$ cat src/rtl/risc_pkg.sv
// Shared register-file constants and write-back types used by the
// write-back controller and its load-result queue.
package risc_pkg;

    localparam int REG_ADDR_WIDTH = 4;
    localparam int REG_DATA_WIDTH = 16;
    localparam int REG_NUMBER     = 16;

    typedef struct packed {
        logic [REG_ADDR_WIDTH-1:0] rd;
        logic [REG_DATA_WIDTH-1:0] data;
    } wb_entry_t;

    typedef enum logic [1:0] {
        SRC_NONE,
        SRC_ALU,
        SRC_LQ
    } wb_src_e;

endpackage

$ cat src/rtl/wb_lq_fifo.sv
// Synchronous FIFO of write-back entries buffering load results until the
// shared regfile write port is free. Async active-low reset clears control only.
module wb_lq_fifo
    import risc_pkg::*;
#(
    parameter int  DEPTH = 4,
    localparam int AW    = $clog2(DEPTH)
) (
    input  logic          clk,
    input  logic          rst,
    input  logic          push,
    input  wb_entry_t     push_data,
    input  logic          pop,
    output wb_entry_t     pop_data,
    output logic          full,
    output logic          empty,
    output logic [AW:0]   count
);

    wb_entry_t     mem_q [DEPTH];
    logic [AW-1:0] wr_ptr_q, wr_ptr_d;
    logic [AW-1:0] rd_ptr_q, rd_ptr_d;
    logic [AW:0]   count_q, count_d;
    logic          do_push, do_pop;

    assign full     = (count_q == (AW+1)'(DEPTH));
    assign empty    = (count_q == '0);
    assign count    = count_q;
    assign do_push  = push && !full;
    assign do_pop   = pop && !empty;
    assign pop_data = mem_q[rd_ptr_q];

    // Power-of-two depth lets the pointers wrap by plain overflow.
    always_comb begin
        wr_ptr_d = wr_ptr_q;
        rd_ptr_d = rd_ptr_q;
        count_d  = count_q;
        if (do_push) wr_ptr_d = wr_ptr_q + AW'(1);
        if (do_pop)  rd_ptr_d = rd_ptr_q + AW'(1);
        case ({do_push, do_pop})
            2'b10:   count_d = count_q + (AW+1)'(1);
            2'b01:   count_d = count_q - (AW+1)'(1);
            default: count_d = count_q;
        endcase
    end

    always_ff @(posedge clk or negedge rst) begin
        if (!rst) begin
            wr_ptr_q <= '0;
            rd_ptr_q <= '0;
            count_q  <= '0;
        end else begin
            wr_ptr_q <= wr_ptr_d;
            rd_ptr_q <= rd_ptr_d;
            count_q  <= count_d;
        end
    end

    always_ff @(posedge clk) begin
        if (do_push) mem_q[wr_ptr_q] <= push_data;
    end

endmodule

$ cat src/rtl/reg_wb_scoreboard.sv
// Regfile write-port arbiter (ALU over buffered loads) plus pending-register
// scoreboard for RAW/WAW stalls. Define WB_FWD_EN to add write-port forwarding.
module reg_wb_scoreboard #(
    parameter int REG_ADDR_WIDTH = risc_pkg::REG_ADDR_WIDTH,
    parameter int REG_DATA_WIDTH = risc_pkg::REG_DATA_WIDTH,
    parameter int REG_NUMBER     = risc_pkg::REG_NUMBER,
    parameter int LQ_DEPTH       = 4
) (
    input  logic                      clk,
    input  logic                      rst,
    input  logic                      iss_valid,
    input  logic [REG_ADDR_WIDTH-1:0] iss_rd,
    output logic                      iss_ready,
    input  logic [REG_ADDR_WIDTH-1:0] rs1_addr,
    input  logic [REG_ADDR_WIDTH-1:0] rs2_addr,
    output logic                      rs1_busy,
    output logic                      rs2_busy,
    input  logic                      alu_valid,
    input  logic [REG_ADDR_WIDTH-1:0] alu_rd,
    input  logic [REG_DATA_WIDTH-1:0] alu_data,
    input  logic                      mem_valid,
    output logic                      mem_ready,
    input  logic [REG_ADDR_WIDTH-1:0] mem_rd,
    input  logic [REG_DATA_WIDTH-1:0] mem_data,
`ifdef WB_FWD_EN
    output logic                      rs1_fwd_valid,
    output logic [REG_DATA_WIDTH-1:0] rs1_fwd_data,
    output logic                      rs2_fwd_valid,
    output logic [REG_DATA_WIDTH-1:0] rs2_fwd_data,
`endif
    output logic [REG_ADDR_WIDTH-1:0] rd_addr,
    output logic [REG_DATA_WIDTH-1:0] rd_data,
    output logic                      RegWEn
);

    localparam int LQ_CNT_W = $clog2(LQ_DEPTH) + 1;

    risc_pkg::wb_entry_t lq_push_data, lq_head, sel_entry;
    risc_pkg::wb_src_e   sel_src;
    logic                lq_push, lq_pop, lq_full, lq_empty;
    logic [LQ_CNT_W-1:0] lq_count;

    logic [REG_ADDR_WIDTH-1:0] rd_addr_q, rd_addr_d;
    logic [REG_DATA_WIDTH-1:0] rd_data_q, rd_data_d;
    logic                      wen_q, wen_d;
    logic [REG_NUMBER-1:0]     pending_q, pending_d;
    logic                      rs1_pend, rs2_pend;

    // Full means no push even if a pop frees a slot on the same edge.
    assign mem_ready         = (lq_count != LQ_CNT_W'(LQ_DEPTH));
    assign lq_push           = mem_valid && !lq_full;
    assign lq_push_data.rd   = mem_rd;
    assign lq_push_data.data = mem_data;

    wb_lq_fifo #(
        .DEPTH (LQ_DEPTH)
    ) u_lq (
        .clk       (clk),
        .rst       (rst),
        .push      (lq_push),
        .push_data (lq_push_data),
        .pop       (lq_pop),
        .pop_data  (lq_head),
        .full      (lq_full),
        .empty     (lq_empty),
        .count     (lq_count)
    );

    always_comb begin
        sel_src   = risc_pkg::SRC_NONE;
        sel_entry = lq_head;
        if (alu_valid) begin
            sel_src        = risc_pkg::SRC_ALU;
            sel_entry.rd   = alu_rd;
            sel_entry.data = alu_data;
        end else if (!lq_empty) begin
            sel_src = risc_pkg::SRC_LQ;
        end
    end

    assign lq_pop = (sel_src == risc_pkg::SRC_LQ);

    // r0 results still consume their slot but never raise the write enable.
    always_comb begin
        wen_d     = 1'b0;
        rd_addr_d = rd_addr_q;
        rd_data_d = rd_data_q;
        if (sel_src != risc_pkg::SRC_NONE) begin
            wen_d     = (sel_entry.rd != '0);
            rd_addr_d = sel_entry.rd;
            rd_data_d = sel_entry.data;
        end
    end

    // Clear on the regfile write edge; a same-edge set overrides it.
    always_comb begin
        pending_d = pending_q;
        if (wen_q) pending_d[rd_addr_q] = 1'b0;
        if (iss_valid && iss_ready && (iss_rd != '0)) pending_d[iss_rd] = 1'b1;
    end

    always_ff @(posedge clk or negedge rst) begin
        if (!rst) begin
            rd_addr_q <= '0;
            rd_data_q <= '0;
            wen_q     <= 1'b0;
            pending_q <= '0;
        end else begin
            rd_addr_q <= rd_addr_d;
            rd_data_q <= rd_data_d;
            wen_q     <= wen_d;
            pending_q <= pending_d;
        end
    end

    assign rd_addr   = rd_addr_q;
    assign rd_data   = rd_data_q;
    assign RegWEn    = wen_q;
    assign iss_ready = !pending_q[iss_rd];
    assign rs1_pend  = pending_q[rs1_addr] && (rs1_addr != '0);
    assign rs2_pend  = pending_q[rs2_addr] && (rs2_addr != '0);

`ifdef WB_FWD_EN
    assign rs1_fwd_valid = wen_q && (rd_addr_q == rs1_addr) && (rs1_addr != '0);
    assign rs2_fwd_valid = wen_q && (rd_addr_q == rs2_addr) && (rs2_addr != '0);
    assign rs1_fwd_data  = rd_data_q;
    assign rs2_fwd_data  = rd_data_q;
    assign rs1_busy      = rs1_pend && !rs1_fwd_valid;
    assign rs2_busy      = rs2_pend && !rs2_fwd_valid;
`else
    assign rs1_busy      = rs1_pend;
    assign rs2_busy      = rs2_pend;
`endif

endmodule

$ cat config.mk
export PLATFORM = sky130hd
export DESIGN_NAME = reg_wb_scoreboard
export DESIGN_NICKNAME = d
export VERILOG_FILES = /design/src/rtl/risc_pkg.sv /design/src/rtl/wb_lq_fifo.sv /design/src/rtl/reg_wb_scoreboard.sv
export SDC_FILE = /design/constraint.sdc
export NUM_CORES = 1
export LEC_CHECK = 0
export CAP_MARGIN = 40
export CORE_MARGIN = 3
export CORE_UTILIZATION = 35
export DETAILED_ROUTE_END_ITERATION = 8
export GPL_TIMING_DRIVEN = 0
export PLACE_DENSITY = 0.55
export SYNTH_ARGS = -nofsm -noshare
export SYNTH_HDL_FRONTEND = slang
export SYNTH_SLANG_ARGS = --single-unit
export TNS_END_PERCENT = 5
$ cat constraint.sdc
create_clock -name clk -period 4.6 [get_ports clk]
set_clock_uncertainty 0.05 [all_clocks]
set_input_delay 1.15 -clock clk [delete_from_list [all_inputs] [get_ports clk]]
set_output_delay 1.15 -clock clk [all_outputs]
set_load 0.05 [all_outputs]
Yosys cells after proc, flatten, opt, wreduce, memory -nomap -nowiden. Memory sizes are Yosys's and may differ from the RTL's. Index checks and enable logic that the tools add are counted.

Add/sub/neg operators: 4. Multipliers: 0. Divide/modulo/power cells: 0. Magnitude comparators: 6. Equal/unequal tests: 5. Shift-type cells: 0. Mux-type cells: 19. Bitwise operators: 3. Reductions and logical operators: 19.

Operator list (number): $mux 16 (2); $lt 4x5->1 const B (4); $mux 20 (1); $and 16x16->16 (1); $not 16->16 (1); $or 16x16->16 (1); $reduce_bool 4->1 (4); $bmux 1 s4 (3); $logic_and 1x1->1 (9); $demux 1 s4 (2); $ge 4x1->1 const B (2); $mux 1 (8); $pmux 3 s2 (1); $add 2x1->2 const B (2); $eq 2x2->1 const B (2); $mux 2 (2); $reduce_bool 2->1 (2); $add 3x1->3 const B (1); $eq 3x3->1 const B (1); $logic_not 1->1 (3); $logic_not 3->1 (1); $ne 3x3->1 const B (1); $sub 3x1->3 const B (1); $eq 2x1->1 const B (1).

Register bits after elaboration: 44. Latch bits: 0. Bits in writable memories: 80. Bits in read-only memories: 0. Input port bits: 57. Output and inout port bits: 25. Word-level logic and storage cells: 64. Memories kept: 1.

Memory list: u_lq.mem_q (words 4, width 20, rd ports 1, clocked after Yosys merged registers in 0, write ports 1, RTL line wb_lq_fifo.sv:20) `wb_entry_t mem_q [DEPTH];`.

Longest topological paths before layout. Gate-level depths: netlist of run 1.

Word-level depth: 9. Mapped depth: 10. Depth with buffers taken out: 10.

By module. From an unflattened synthesis of run 1, not the netlist that was laid out.

Cell total of the unflattened synthesis: 342. Area, all modules: 5422.7 µm².

By module, submodules not included: wb_lq_fifo (instances 1, cells each 141, area an instance 3331.9 µm², sequential area each 2577.5 µm²); reg_wb_scoreboard (instances 1, cells each 201, area an instance 2090.8 µm², sequential area each 925.9 µm²).

Worst setup path after synthesis of run 1. No wires, ideal clock.

Path kind: input to output. From: in iss_rd[0]. To: out iss_ready. Arrival: 2545 ps. Data required time: 3400 ps. Setup slack: 855 ps. Cell stages on the path: 4. Buffers on the path: 1. Path through: buf_6 -> mux4_2 -> mux4_2 -> inv_1.

Longest elaborated chain between the ends: 3.

Ends and longest elaborated chain: start, declared (RTL line reg_wb_scoreboard.sv:12) `input logic [REG_ADDR_WIDTH-1:0] iss_rd,`; $bmux 1 s4 (RTL line reg_wb_scoreboard.sv:119) `assign iss_ready = !pending_q[iss_rd];`; $mux 1 (implied by the code) (RTL line reg_wb_scoreboard.sv:119); $logic_not 1->1 (RTL line reg_wb_scoreboard.sv:119); end, declared (RTL line reg_wb_scoreboard.sv:13) `output logic iss_ready,`.

Every way passes these cells. The select of a mux whose other input is x is not followed.

Worst setup path in the final report of run 1.
From: in rs2_addr[0]. To: out rs2_busy.

Longest elaborated chain between the ends: 3. Elaborated cells between the ends (all ways): 4. Those cells by class: 2 x mux; 2 x reduce/logical.

Ends and longest elaborated chain: start, declared (RTL line reg_wb_scoreboard.sv:15) `input logic [REG_ADDR_WIDTH-1:0] rs2_addr,`; $bmux 1 s4 (RTL line reg_wb_scoreboard.sv:121) `assign rs2_pend = pending_q[rs2_addr] && (rs2_addr != '0);`; $mux 1 (implied by the code) (RTL line reg_wb_scoreboard.sv:121); $logic_and 1x1->1 (*) (RTL line reg_wb_scoreboard.sv:121); end, declared (RTL line reg_wb_scoreboard.sv:17) `output logic rs2_busy,`.

Every way passes the cells marked *; elsewhere a longest branch is shown, timed or not. The select of a mux whose other input is x is not followed.

==> impl_results.md, run 1 <==
- Status: finished clean
- Cell family with most CP delay: buffers and inverters
- Net Switching: approximately 1.6 mW
- Worst-Margin Slew: 0.832 ns
- Placer Congestion: 0.811
- Initial DRC count: between 150 and 200
- Flop pwr share: between 30% and 40%
- CTS Buf Count: 17
- Main synth FF type: edfxtp_1
- Worst hold path depth: 2
- Setup violators final: 0
- Final non-filler cell total: roughly 630
- Synth Register Bits: roughly 120
- CP required: about 3.4 ns
- Die height: about 130 µm
- Leak: 2.59 nW
- Part of the power in combinational logic: a little over a third
- Drc violations: 0
- Clock power frac: ~28%
- Ys async rst share: between 30% and 40%
- Final Power: 4.79 mW
- Number of global-route vias before repair: 3410
- CP most frequent cell: mux4_2
- Post-CTS setup buffers: 0
- Vias: between 3000 and 4000
- Post-DP HPWL: 8460 µm
- Setup CP Type: in2out
- Multiplexer share of the synthesized area: 17.6%
- Power density over the cells: 678 nW/µm²
- EDFF count, synth: 80
- Net Sw Frac: between 30% and 40%
- Maximum VDD drop: between 400 and 500 µV
- Largest net degree at the start of global routing: 34
- Register area share after synthesis: 65.8%
- XOR/XNOR Fraction of Synth Area: less than 1%
- Fill cells: 1303
- Data arrival, critical path: approximately 3.3 ns
- Die area: 16700 µm²
- Initial antenna violation count: 0
- Final WS setup: between 0.1 and 0.15 ns
- Die Span X: around 130 µm
- Largest area contributor in the netlist: edfxtp_1
- Clk_lat worst skew: ~0.40 ns
- R2r worst-path depth: 10
- Global Route Usage Sum: between 15 and 20%
- Reg area: ~3500 µm²
- Share of cells above drive strength 1: 20.4%
- Post-Syn Nets: just under 400
- Core area: around 15000 µm²
- Cells after Synth: around 330
- Crit. End Element: output port
- P&R area growth vs syn: 32.8%
- Slowest cell on crit path: clkdlybuf4s50_1
- Most common cell in the netlist: edfxtp_1
- RR Startpoint: u_lq.count[0]
- Worst-path cell chain: clkdlybuf4s50_1, mux4_2, mux4_2, dlygate4sd2_1
- Commonest cells post-synth: edfxtp_1, o21ai_0, dfrtp_1
- Root buf cell: clkbuf_16
- Clk slew on worst S/H paths: around 0.05 ns
- Synth Area in Adders: approximately 1.6%
- Hold Crit Class: reg2reg
- Synth Cell Area: ~5300 µm²
- Clk buf depth: 2
- Routed Antenna Nets: 0
- Initial core utilization: between 30 and 40%
- Fin. max-slew vios: 0
- Hold path start: rd_data[15]
- Area of the multi-input gates: 1720 µm²
- Top post-synthesis cells by area: edfxtp_1, dfrtp_1, mux4_2
- Normalized max-slew margin: between 40% and 50%
- Max Fanout on Critical Path: 5
- Post-synth cell types: 38
- Max Cap Violations: 0
- PortBufs: 79
- Hold endpoint: rd_data[15]
- Slowest stage delay, CP: 0.66 ns
- Yosys Warn Count: 0
- Fin nets: around 500
- Mean Syn Cell Area: around 16 µm²
- # diodes: 0
- Synth top area share: between 40% and 50%
- FP Rows: 44
- Compound-Gate Fraction of Synth Area: 6.70%
- Via-per-instance ratio: 5.11
- Startpoint types: input pin
- First-pass GRT wire length: roughly 19000 µm
- Clk sinks: around 120
- Total wire length: around 12000 µm
- CTS tree: built
- H-tree level count: 4
- Final Hold Fails: 0
- Bufs and invs on worst path: 2
- Setup WS pre-CTS: -0.179 ns
- TritonRoute pass-1 iters: 4
- Int Pwr: around 3.1 mW
- Simple-gate share of the synthesized area: ~5.5%
- Dpl cells: around 600
- Largest family of logic cells by synthesized area: multiplexers
- Period Utilization, post-route: between 90% and 100%
- I/O pins: 82
- Max Fclk: 223 MHz
- RSZ-0062 raised after global routing: false
- Total gr overflow: 0
- Drt wl/cell: ~19 µm
- Reg2reg setup slack: around 2.4 ns
- FF-to-FF End: u_lq.count[2]
- Fin crit period: approximately 4.5 ns
==> cell type report <==
type                    count  share of cell area (%)
flip-flops and latches    124                    49.6
repair buffers             84                    12.7
plain buffers              13                   0.956
inverters                   8                   0.425
well taps                 184                    3.26
clock buffers              21                    6.66
multi-input cells         186                    24.4
clock inverters            11                    2.02
==> kinds of logic (layout without fill, tap and decap cells) <==
group           Yosys count  after routing
fa+ha+maj                 6              6
xor+xnor                  6              6
flops                   124            124
simple gates             55             55
mux                      57             57
buf+inv                  21            137
compound gates           62             62
==> placed cells by master, fill, tap and decap left out, drive strengths merged, types with 4 or more instances in the layout <==
master         netlist  layout
mux4                29      29
and3                 4       4
edfxtp              80      80
nand2               28      28
dfrtp               44      44
clkinv               0       4
clkinvlp             0       4
mux2i               25      25
or2b                 4       4
a22oi                4       4
clkbuf               7      28
inv                  8       8
buf                  6      12
ha                   5       5
clkdlybuf4s50        0      76
o21ai               56      56
==> power groups by stage <==
stage | clock (mW) | sequential [mW] | combinational [mW]
finish | 1.36 | 1.72 | 1.72
detailed placement | 0 | 1.74 | 1.75
floorplan | 0 | 2.01 | 0.842
global route | 1.45 | 1.76 | 1.86
global placement | 0 | 1.73 | 1.67
CTS | 1.39 | 1.72 | 1.75
==> metrics by stage <==
stage / TNS [ns] / area, µm² / utilization (%) / hold slack [ns]
3_3_place_gp: -0.333 / 6340 / 43.2 / 0.415
4_1_cts: 0 / 7070 / 48.1 / 0.440
2_1_floorplan: 0 / 5320 / - / 0.403
6_report: 0 / 7070 / 48.1 / 0.431
5_1_grt: 0 / 7070 / 48.1 / 0.459
3_5_place_dp: -0.356 / 6460 / 43.9 / 0.425
==> worst min-delay path: stages (launching register included) <==
cell     delay (ns)
dfrtp_1        0.34
nand2_1        0.05
o21ai_0        0.06
==> state kept, by name (all words and copies together), names as in the netlist, named ones only <==
register,flops
u_lq.rd_ptr_q,2
u_lq.wr_ptr_q,2
rd_addr,4
u_lq.mem_q,80
RegWEn,1
pending_q,15
u_lq.count,3
rd_data,16
==> what timing repair did <==
| action | in CTS | in global routing |
|---|---|---|
| hold buffers | 0 | 0 |
| endpoints found under the setup margin | 2 | 0 |
| resized for setup | 2 | 0 |
==> per-layer routing <==
| layer | vias up | wire [µm] | global-route usage, % |
|---|---|---|---|
| met1 | 1650 | 5300 | 19.7 |
| met3 | 9 | 596 | 5.03 |
| met5 | - | 0 | 0 |
| li1 | 1486 | - | - |
| met4 | 0 | 131 | 5.00 |
| met2 | 79 | 5880 | 25.5 |
==> worst max path at each step <==
stage / startpoint / slack, ns / end / cells past startpoint
detailed placement: rs2_addr[0] / -0.18 / rs2_busy / 4
global route: rs2_addr[0] / 0.06 / rs2_busy / 4
CTS: rs2_addr[0] / 0.1 / rs2_busy / 4
global placement: rs2_addr[0] / -0.17 / rs2_busy / 4
finish: rs2_addr[0] / 0.11 / rs2_busy / 4
floorplan: iss_rd[0] / 0.85 / iss_ready / 4
No activity file was read; power rests on OpenSTA's default activity.
==> run 2: changes to the inputs <==
--- a/config.mk
+++ b/config.mk
@@ -8,6 +8,7 @@
 export CAP_MARGIN = 40
 export CORE_MARGIN = 3
 export CORE_UTILIZATION = 35
+export CTS_CLUSTER_SIZE = 8
 export DETAILED_ROUTE_END_ITERATION = 8
 export GPL_TIMING_DRIVEN = 0
 export PLACE_DENSITY = 0.55
==> results of run 2 <==
No change in the layout: final DEF, timing and power equal those of run 1.
==> run 3: changes to the inputs <==
--- a/config.mk
+++ b/config.mk
@@ -5,10 +5,11 @@
 export SDC_FILE = /design/constraint.sdc
 export NUM_CORES = 1
 export LEC_CHECK = 0
+export ABC_CLOCK_PERIOD_IN_PS = 4600
 export CAP_MARGIN = 40
 export CORE_MARGIN = 3
 export CORE_UTILIZATION = 35
-export CTS_CLUSTER_SIZE = 8
+export CTS_CLUSTER_DIAMETER = 80
 export DETAILED_ROUTE_END_ITERATION = 8
 export GPL_TIMING_DRIVEN = 0
 export PLACE_DENSITY = 0.55
==> results of run 3 <==
No change in the layout: final DEF, timing and power equal those of run 1.
